==> src/rtl/pipe_stage_elastic.sv <==
// pipe_stage_elastic: elastic valid/ready pipeline register with retain/clear; optional skid entry via PIPE_STAGE_SKID_EN
module pipe_stage_elastic #(
  parameter int WIDTH = 8,
  parameter logic [WIDTH-1:0] RESET_DATA = '0
) (
  input  logic             clk,
  input  logic             n_rst,
  input  logic             retain,
  input  logic             clear,
  input  logic             in_valid,
  output logic             in_ready,
  input  logic [WIDTH-1:0] in_data,
  output logic             out_valid,
  input  logic             out_ready,
  output logic [WIDTH-1:0] out_data,
  output logic [1:0]       occupancy
);
  logic             r_m_v;
  logic [WIDTH-1:0] r_m_d;
  logic             w_s_v;
  logic [WIDTH-1:0] w_s_d;
  logic             w_acc;
  logic             w_emit;
  logic             w_m_load;

  assign out_valid = r_m_v & ~retain;
  assign out_data  = r_m_d;
  assign occupancy = {1'b0, r_m_v} + {1'b0, w_s_v};
  assign w_acc     = in_valid & in_ready;
  assign w_emit    = out_valid & out_ready;
  assign w_m_load  = (w_emit | ~r_m_v) & (w_s_v | w_acc);

`ifdef PIPE_STAGE_SKID_EN
  logic             r_s_v;
  logic [WIDTH-1:0] r_s_d;
  logic             w_s_load;

  assign w_s_v    = r_s_v;
  assign w_s_d    = r_s_d;
  assign w_s_load = w_acc & r_m_v & (r_s_v | ~w_emit);
  assign in_ready = ~r_s_v & ~retain;

  // skid entry: catches an accept that main cannot take, drains into main on emit
  always_ff @(posedge clk) begin
    if (!n_rst) begin
      r_s_v <= 1'b0;
      r_s_d <= RESET_DATA;
    end else if (clear) begin
      r_s_v <= 1'b0;
    end else if (!retain) begin
      r_s_v <= w_s_load | (r_s_v & ~w_emit);
      if (w_s_load) r_s_d <= in_data;
    end
  end
`else
  assign w_s_v    = 1'b0;
  assign w_s_d    = '0;
  assign in_ready = (~r_m_v | out_ready) & ~retain;
`endif

  // main entry: refilled from skid first to keep FIFO order, otherwise from input
  always_ff @(posedge clk) begin
    if (!n_rst) begin
      r_m_v <= 1'b0;
      r_m_d <= RESET_DATA;
    end else if (clear) begin
      r_m_v <= 1'b0;
    end else if (!retain) begin
      r_m_v <= w_s_v | w_acc | (r_m_v & ~w_emit);
      if (w_m_load) r_m_d <= w_s_v ? w_s_d : in_data;
    end
  end
endmodule
==> config.mk <==
export PLATFORM = sky130hd
export DESIGN_NAME = pipe_stage_elastic
export DESIGN_NICKNAME = d
export VERILOG_FILES = /design/src/rtl/pipe_stage_elastic.sv
export SDC_FILE = /design/constraint.sdc
export NUM_CORES = 1
export LEC_CHECK = 0
export ABC_AREA = 1
export CAP_MARGIN = 20
export CELL_PAD_IN_SITES_DETAIL_PLACEMENT = 1
export CELL_PAD_IN_SITES_GLOBAL_PLACEMENT = 2
export CORE_MARGIN = 2
export CORE_UTILIZATION = 17
export DETAILED_ROUTE_END_ITERATION = 12
export PLACE_DENSITY = 0.75
export SLEW_MARGIN = 20
export SYNTH_ARGS = -nofsm -noshare
export SYNTH_HDL_FRONTEND = slang
export SYNTH_SLANG_ARGS = --single-unit
==> constraint.sdc <==
create_clock -name clk -period 1.2 [get_ports clk]
set_clock_uncertainty 0.1 [all_clocks]
set_input_delay 0.18 -clock clk [delete_from_list [all_inputs] [get_ports clk]]
set_output_delay 0.18 -clock clk [all_outputs]
set_load 0.02 [all_outputs]
# == After elaboration in Yosys (flattened, before gate mapping) ==
# Index checks and enable logic that the tools add are counted.
# word_totals
word_cells,18
register_bits,9
out_inout_bits,12
# op_classes
reduce_logical,2
bitwise,14
# op_table
cell,n
1-bit AND,6
1-bit NOT,5
1-bit OR,3
3-bit AND reduction,1
2-bit OR reduction,1

# == Depth between registers and ports, before layout ==
# Gate-level depths: netlist of run 1.
# depth
ltp_word,6
mapped_depth,6

# == Worst setup path after synthesis of run 1 ==
# OpenSTA, ideal clock, no wires.
# synth_path
path_type,reg-to-reg
start,register r_m_v
end,register r_m_d[0] (netlist: out_data[0])
slack_ns,0.193
n_path_buf,0
t_arrival_ns,0.843
required_ns,1.036
path_stages_with_launch,6
cell_sequence,dfxtp_1 > nand2_2 > nand2_1 > nor2_4 > nor2_1 > nor2_1
# synth_between
elab_chain_len,6
# synth_lines
element,line,text
"start, declared",18,logic r_m_v;
"start signal, assigned",69,r_m_v <= w_s_v | w_acc | (r_m_v & ~w_emit);
1-bit NOT,"31, 58",
1-bit OR,58,assign in_ready = (~r_m_v | out_ready) & ~retain;
1-bit AND,58,
1-bit AND,29,assign w_acc = in_valid & in_ready;
1-bit AND (*),31,assign w_m_load = (w_emit | ~r_m_v) & (w_s_v | w_acc);
3-bit AND reduction (no line) (*),--,
"end signal, assigned",70,if (w_m_load) r_m_d <= w_s_v ? w_s_d : in_data;
"end, declared",19,logic [WIDTH-1:0] r_m_d;
# Mark *: on every way between the ends. The rest lies on a longest branch, timed or not.
# A chain may end at the register's enable or synchronous reset.

# == Worst setup path after layout of run 1 ==
# layout_path
start,register r_m_v
end,output out_valid
# layout_between
elab_chain_len,1
# layout_lines
element,line,text
1-bit AND,26,assign out_valid = r_m_v & ~retain;
"end, declared",13,"output logic out_valid,"
# No other way between the ends.

==> key figures, run 1 <==
Global route
  • M1 GR Usage: 0.09205
  • Global route hottest layer: met2
  • First-pass GRT wire length: 2318 um
  • Met2 Use GR: 0.1849
  • All-layer global routing usage: 0.09847
  • Largest net degree at the start of global routing: 9
  • GR Layer Usage met3: 0.02791
  • Congestion Overflow GR: 0
  • Initial antenna violation count: 0
  • Vias in the first global route: 542

Die
  • Die area: 0.003157 mm2
  • Die width: 56.19 um
  • Cell Rows: 18
  • Starting Density: 0.1835
  • Die H: 56.19 um
  • Std-Cell Core Area: 0.002522 mm2
  • IO Count: 26

Drt
  • Antenna-violating nets left: 0
  • Detailed-route DRC error count: 0
  • Wire per inst: 10.62 um
  • Routed WL: 1391 um
  • DRT Pass-1 Iters: 4
  • Via count: roughly 530
  • Initial DRC count: 3
  • Drt via density: 4.053

Cells and area
  • Commonest non-fill, non-tap cell in the layout: nor2_1
  • Layout Cells excl Fill: 131
  • Most frequent cells in the layout: nor2_1, inv_1, clkdlybuf4s50_1, nand2_1
  • Nets: 116
  • Ant diodes: 0
  • Area of the multi-input gates: 225.2 um2
  • Layout area overhead: 72.16%
  • Layout cell share with drive strength beyond 1: 0.3366
  • # fillers: 331
  • Register area: 183.9 um2

Power and ir drop
  • Psw: between 200 and 250 uW
  • P_leak: 0.0004064 uW
  • Clock group share of total power: 0.321
  • Comb pwr share: 0.252
  • Switching Fraction: 0.2922
  • Internal Pwr Total: 534.8 uW
  • Tot Pwr: 755.5 uW
  • Pwr/cell area: approximately 950 mW/mm2
  • VDD IR max: between 0.4 and 0.5 mV
  • Sequential share of power: 0.427

Flow run
  • Max Cap Viol: 0

STA
  • Unrepaired setup endpoints after global routing: yes
  • Finish-stage setup viols: 0
  • Fin crit share: 0.9928
  • Final Hold Viols: 0
  • F_max: 839.3 MHz
  • Tmin final: about 1.2 ns
  • Worst hold margin: 0.2678 ns
  • Max Transition Viols Final: 0

Placed design
  • Placed cells: 125
  • Placer Congestion: 0.7171
  • Dpl hpwl: 1137 um
  • Count of input and output buffers: 24

Synth
  • Post-synthesis cell area: 462.9 um2
  • Syn nets: 83
  • Post-synthesis cell type count: 15
  • Syn Inst Count: 69
  • FF+latch count, synth: 9
  • Total number of yosys warnings: 0
  • Sequential element share of the synthesized area: 0.3892
  • Average cell area after synthesis: 6.709 um2

CTS
  • Post-cts hold buffer count: 0
  • Clk sinks: 9
  • Worst-Skew Late Latency: 0.27 ns
  • Deepest clock path buffer count: 2
  • CTS tree: yes
  • CTS clk-pin slew, worst paths: 0.07 ns
  • H-tree depth: 1
  • CTS root buf: clkbuf_4
  • CTS Buf Count: 3

Worst setup path
  • Worst Path Max Fanout: 3
  • CP Data Arrival Time: 0.91 ns
  • Crit path required time: 0.92 ns
  • CP Class: reg2out
  • Worst setup SP type: flip-flop
  • Crit. End Element: primary output
  • R2R setup slack: approximately 0.0086 ns

Outcome
  • Status: completed

Min path
  • Worst min path class: in2reg
## worst max-delay path, cell delays in order (launching register included)
cell and delay, ns:
dfxtp_4 0.37, inv_2 0.04, nor2_2 0.11, buf_6 0.12
## power groups by stage
stage	Sequential, uW	Clock [uW]	Combinational (uW)
CTS	323	264	188
floorplan	345	0	73.5
global placement	328	0	188
finish	322	242	191
detailed placement	329	0	193
global route	325	283	210
## final timing paths
kind                    start     endpoint  cells past startpoint
hold reg to reg   out_data[5]  out_data[5]                      2
hold / removal         retain        r_m_v                      4
setup reg to reg        r_m_v  out_data[2]                      6
setup / recovery        r_m_v    out_valid                      3
## layer usage
metal | vias up | share of wire | routed length [um]
li1 | 272 | - | -
met2 | 12 | 0.59 | 816
met1 | 245 | 0.35 | 488
met5 | - | 0 | 0
met4 | 0 | 0.019 | 27
met3 | 2 | 0.042 | 59
## state kept, by name (all words and copies together) (netlist names)
register	cells
out_data	8
r_m_v	1
## synth_stat cells (all sizes together)
cell / instances / share of area
nand4: 8 / 0.11
dfxtp: 9 / 0.39
buf: 3 / 0.043
inv: 15 / 0.12
nor2: 19 / 0.21
conb: 1 / 0.0081
o21ai: 1 / 0.011
a21oi: 1 / 0.011
clkinv: 1 / 0.0081
nand2: 11 / 0.095
## kinds of logic (layout without fill, tap and decap cells)
group                  after synthesis  in the layout  share of synthesized area
and+or+nand+nor                     38             38                     0.4081
other                                1              1                   0.008100
buffers and inverters               19             51                     0.1730
DFF                                  9              9                     0.3892
AOI/OAI and AO/OA                    2              2                    0.02160
## repair_timing
| action | 4_1_cts | 5_1_grt |
|---|---|---|
| setup endpoints to repair | 11 | 16 |
| setup buffers | 1 | 1 |
| resized for setup | 39 | 17 |
| pin swaps | 2 | 12 |
## stage by stage
step                cell area [um2]    util  worst slack (ns)   TNS (ns)
floorplan                     462.9       -            0.1933          0
global placement              758.2  0.3006           -0.5056     -2.951
CTS                           798.3  0.3165         -0.006290  -0.008990
global route                  797.0  0.3160          -0.06773    -0.3772
finish                        797.0  0.3160          0.008582          0
detailed placement            758.2  0.3006           -0.5494     -3.369
## layout make-up
type                            count  area share
Multi-Input combinational cell     41      0.2826
Timing Repair Buffer               31      0.3312
Sequential cell                     9      0.2308
Clock buffer                        4     0.03297
Inverter                           16     0.07535
Tap cell                           30     0.04710
Note: power is estimated with default switching activity, not from simulation.
==> run 2: changes to the inputs <==
--- a/config.mk
+++ b/config.mk
@@ -13,6 +13,7 @@
 export CORE_UTILIZATION = 17
 export DETAILED_ROUTE_END_ITERATION = 12
 export PLACE_DENSITY = 0.75
+export SETUP_SLACK_MARGIN = 0.1
 export SLEW_MARGIN = 20
 export SYNTH_ARGS = -nofsm -noshare
 export SYNTH_HDL_FRONTEND = slang
==> constraint.sdc (replaced) <==
create_clock -name clk -period 1.2 [get_ports clk]
set_clock_uncertainty 0.1 [all_clocks]
set_input_delay 0.18 -clock clk [delete_from_list [all_inputs] [get_ports clk]]
set_output_delay 0.18 -clock clk [all_outputs]
set_load 0.01 [all_outputs]
==> key figures, run 2 (same netlist as run 1, synthesis figures left out) <==
Outcome
  • Status: completed

Placed design
  • Dpl hpwl: 1121 um (-1.4%)
  • Worst slack at placement: -0.4884 ns (+0.06097 ns)
  • Count of input and output buffers: 24 (unchanged)
  • Placer Congestion: 0.7169 (about the same)

CTS
  • CTS root buf: clkbuf_4
  • CTS clk-pin slew, worst paths: 0.07 ns (about the same)
  • CTS tree: yes
  • Worst-Skew Late Latency: 0.26 ns (about the same)
  • CTS Buf Count: 3 (unchanged)
  • H-tree depth: 1 (unchanged)
  • Deepest clock path buffer count: 2 (unchanged)
  • Clk sinks: 9 (unchanged)
  • Post-cts hold buffer count: 0 (unchanged)

Die
  • Die area: 0.003157 mm2 (unchanged)
  • Cell Rows: 18 (unchanged)
  • Die width: 56.19 um (unchanged)
  • Starting Density: 0.1835 (unchanged)
  • Die H: 56.19 um (unchanged)
  • IO Count: 26 (unchanged)
  • Std-Cell Core Area: 0.002522 mm2 (unchanged)

STA
  • TNS Setup: 0 ns (unchanged)
  • Tmin final: 1.182 ns (-0.009231 ns)
  • Finish-stage setup viols: 0 (unchanged)
  • Worst hold margin: 0.2565 ns (-0.01129 ns)
  • F_max: 845.9 MHz (+0.78%)
  • Final WS setup: 0.01781 ns (+0.009231 ns)
  • Fin crit share: 0.9852 (-0.007692)
  • Max Transition Viols Final: 0 (unchanged)
  • Unrepaired setup endpoints after global routing: yes
  • Final Hold Viols: 0 (unchanged)

Power and ir drop
  • Psw: 195.8 uW (-11%)
  • Comb pwr share: 0.221 (-0.031)
  • P_leak: 0.0003979 uW (-2.1%)
  • Switching Fraction: 0.2712 (-0.02096)
  • VDD IR max: 0.3935 mV (-9.1%)
  • Clock group share of total power: 0.331 (+0.010)
  • Internal Pwr Total: 525.9 uW (-1.7%)
  • Sequential share of power: 0.449 (+0.022)
  • Pwr/cell area: 962.9 mW/mm2 (+1.6%)

Worst setup path
  • Worst setup SP type: flip-flop
  • Crit. End Element: primary output
  • CP Class: reg2out
  • Worst Path Max Fanout: 3 (unchanged)
  • CP Data Arrival Time: 0.90 ns (about the same)
  • R2R setup slack: 0.08 ns (+0.07 ns)
  • Crit path required time: 0.92 ns (about the same)

Global route
  • Initial antenna violation count: 0 (unchanged)
  • Congestion Overflow GR: 0 (unchanged)
  • First-pass GRT wire length: 2290 um (-1.2%)
  • Largest net degree at the start of global routing: 9 (unchanged)
  • Vias in the first global route: 551 (+1.7%)
  • All-layer global routing usage: 0.09265 (-0.005825)

Drt
  • Routed WL: 1354 um (-2.7%)
  • Via count: 522 (-1.7%)
  • Wire per inst: 10.42 um (-1.9%)
  • Antenna-violating nets left: 0 (unchanged)
  • Detailed-route DRC error count: 0 (unchanged)
  • DRT Pass-1 Iters: 4 (unchanged)
  • Drt via density: 4.015 (-0.94%)
  • Initial DRC count: 2 (-1)

Cells and area
  • Most frequent cells in the layout: nor2_1, inv_1, clkdlybuf4s50_1, nand2_1, buf_2
  • Nets: 115 (-0.86%)
  • Max FFs per register: 8 (unchanged)
  • Commonest non-fill, non-tap cell in the layout: nor2_1
  • Ant diodes: 0 (unchanged)
  • Layout cell share with drive strength beyond 1: 0.3300 (-0.006634)
  • Layout area overhead: 61.89%

Min path
  • Worst min path class: in2reg

Flow run
  • Max Cap Viol: 0 (unchanged)
[run 2: changes by cell type in the layout (fill, tap and decap cells not counted), moves of 2 or more]
cell             delta
nor2_2              -4
clkbuf_2            -3
nand2_4             -2
buf_2               +6
dfxtp_2             +6
nand2_2             +2
clkdlybuf4s15_2     -2
buf_6               -2
nor2_1              +4
dfxtp_1             -5
[run 2: path summary, 6_finish.rpt]
kind	endpoint	start	cells after the start
worst max-delay path	in_ready	r_m_v	4
worst min-delay path	r_m_v	retain	4
worst max register to register	out_data[4]	r_m_v	6
worst min register to register	out_data[5]	out_data[5]	2
[run 2: cell type report]
| class | count | area [um2] |
|---|---|---|
| Fill cell | 333 | 1773 |
| Tap cell | 30 | 37.54 |
| Multi-Input combinational cell | 41 | 205.2 |
| Timing Repair Buffer | 30 | 232.7 |
| Sequential cell | 9 | 187.7 |
| Inverter | 16 | 60.06 |
| Clock buffer | 4 | 26.28 |
[run 2: routing by layer]
metal,up-vias,routed length (um),track usage
met5,-,0,0
met4,0,19,0.03061
met3,2,65,0.03023
met2,13,732,0.1765
met1,241,537,0.09318
li1,266,-,-
[run 2: timing repair]
| item | in CTS | in global routing |
|---|---|---|
| setup buffers | 1 | 0 |
| endpoints found under the setup margin | 19 | 15 |
| resized for setup | 46 | 9 |
| pin swaps | 13 | 2 |
[run 2: power by group through the flow]
stage          clock network, uW  registers, uW  logic [uW]
2_1_floorplan                  0            335        68.6
3_3_place_gp                   0            328         173
3_5_place_dp                   0            330         178
4_1_cts                      254            323         167
5_1_grt                      272            326         178
6_report                     239            324         159
[run 2: worst max-delay path, cell delays in order, from the launching register on]
cell and delay, ns:
dfxtp_2 0.35, nand2_2 0.06, nand2_2 0.08, inv_2 0.04, buf_6 0.11
[run 2: stage by stage]
| stage | instance area (um2) | power, uW | instances | utilization |
|---|---|---|---|---|
| floorplan | 462.9 | 403.6 | 69 | - |
| global placement | 758.2 | 501.5 | 125 | 0.3006 |
| detailed placement | 758.2 | 507.2 | 125 | 0.3006 |
| CTS | 774.5 | 744.1 | 130 | 0.3070 |
| global route | 749.5 | 776.1 | 130 | 0.2971 |
| finish | 749.5 | 721.7 | 130 | 0.2971 |
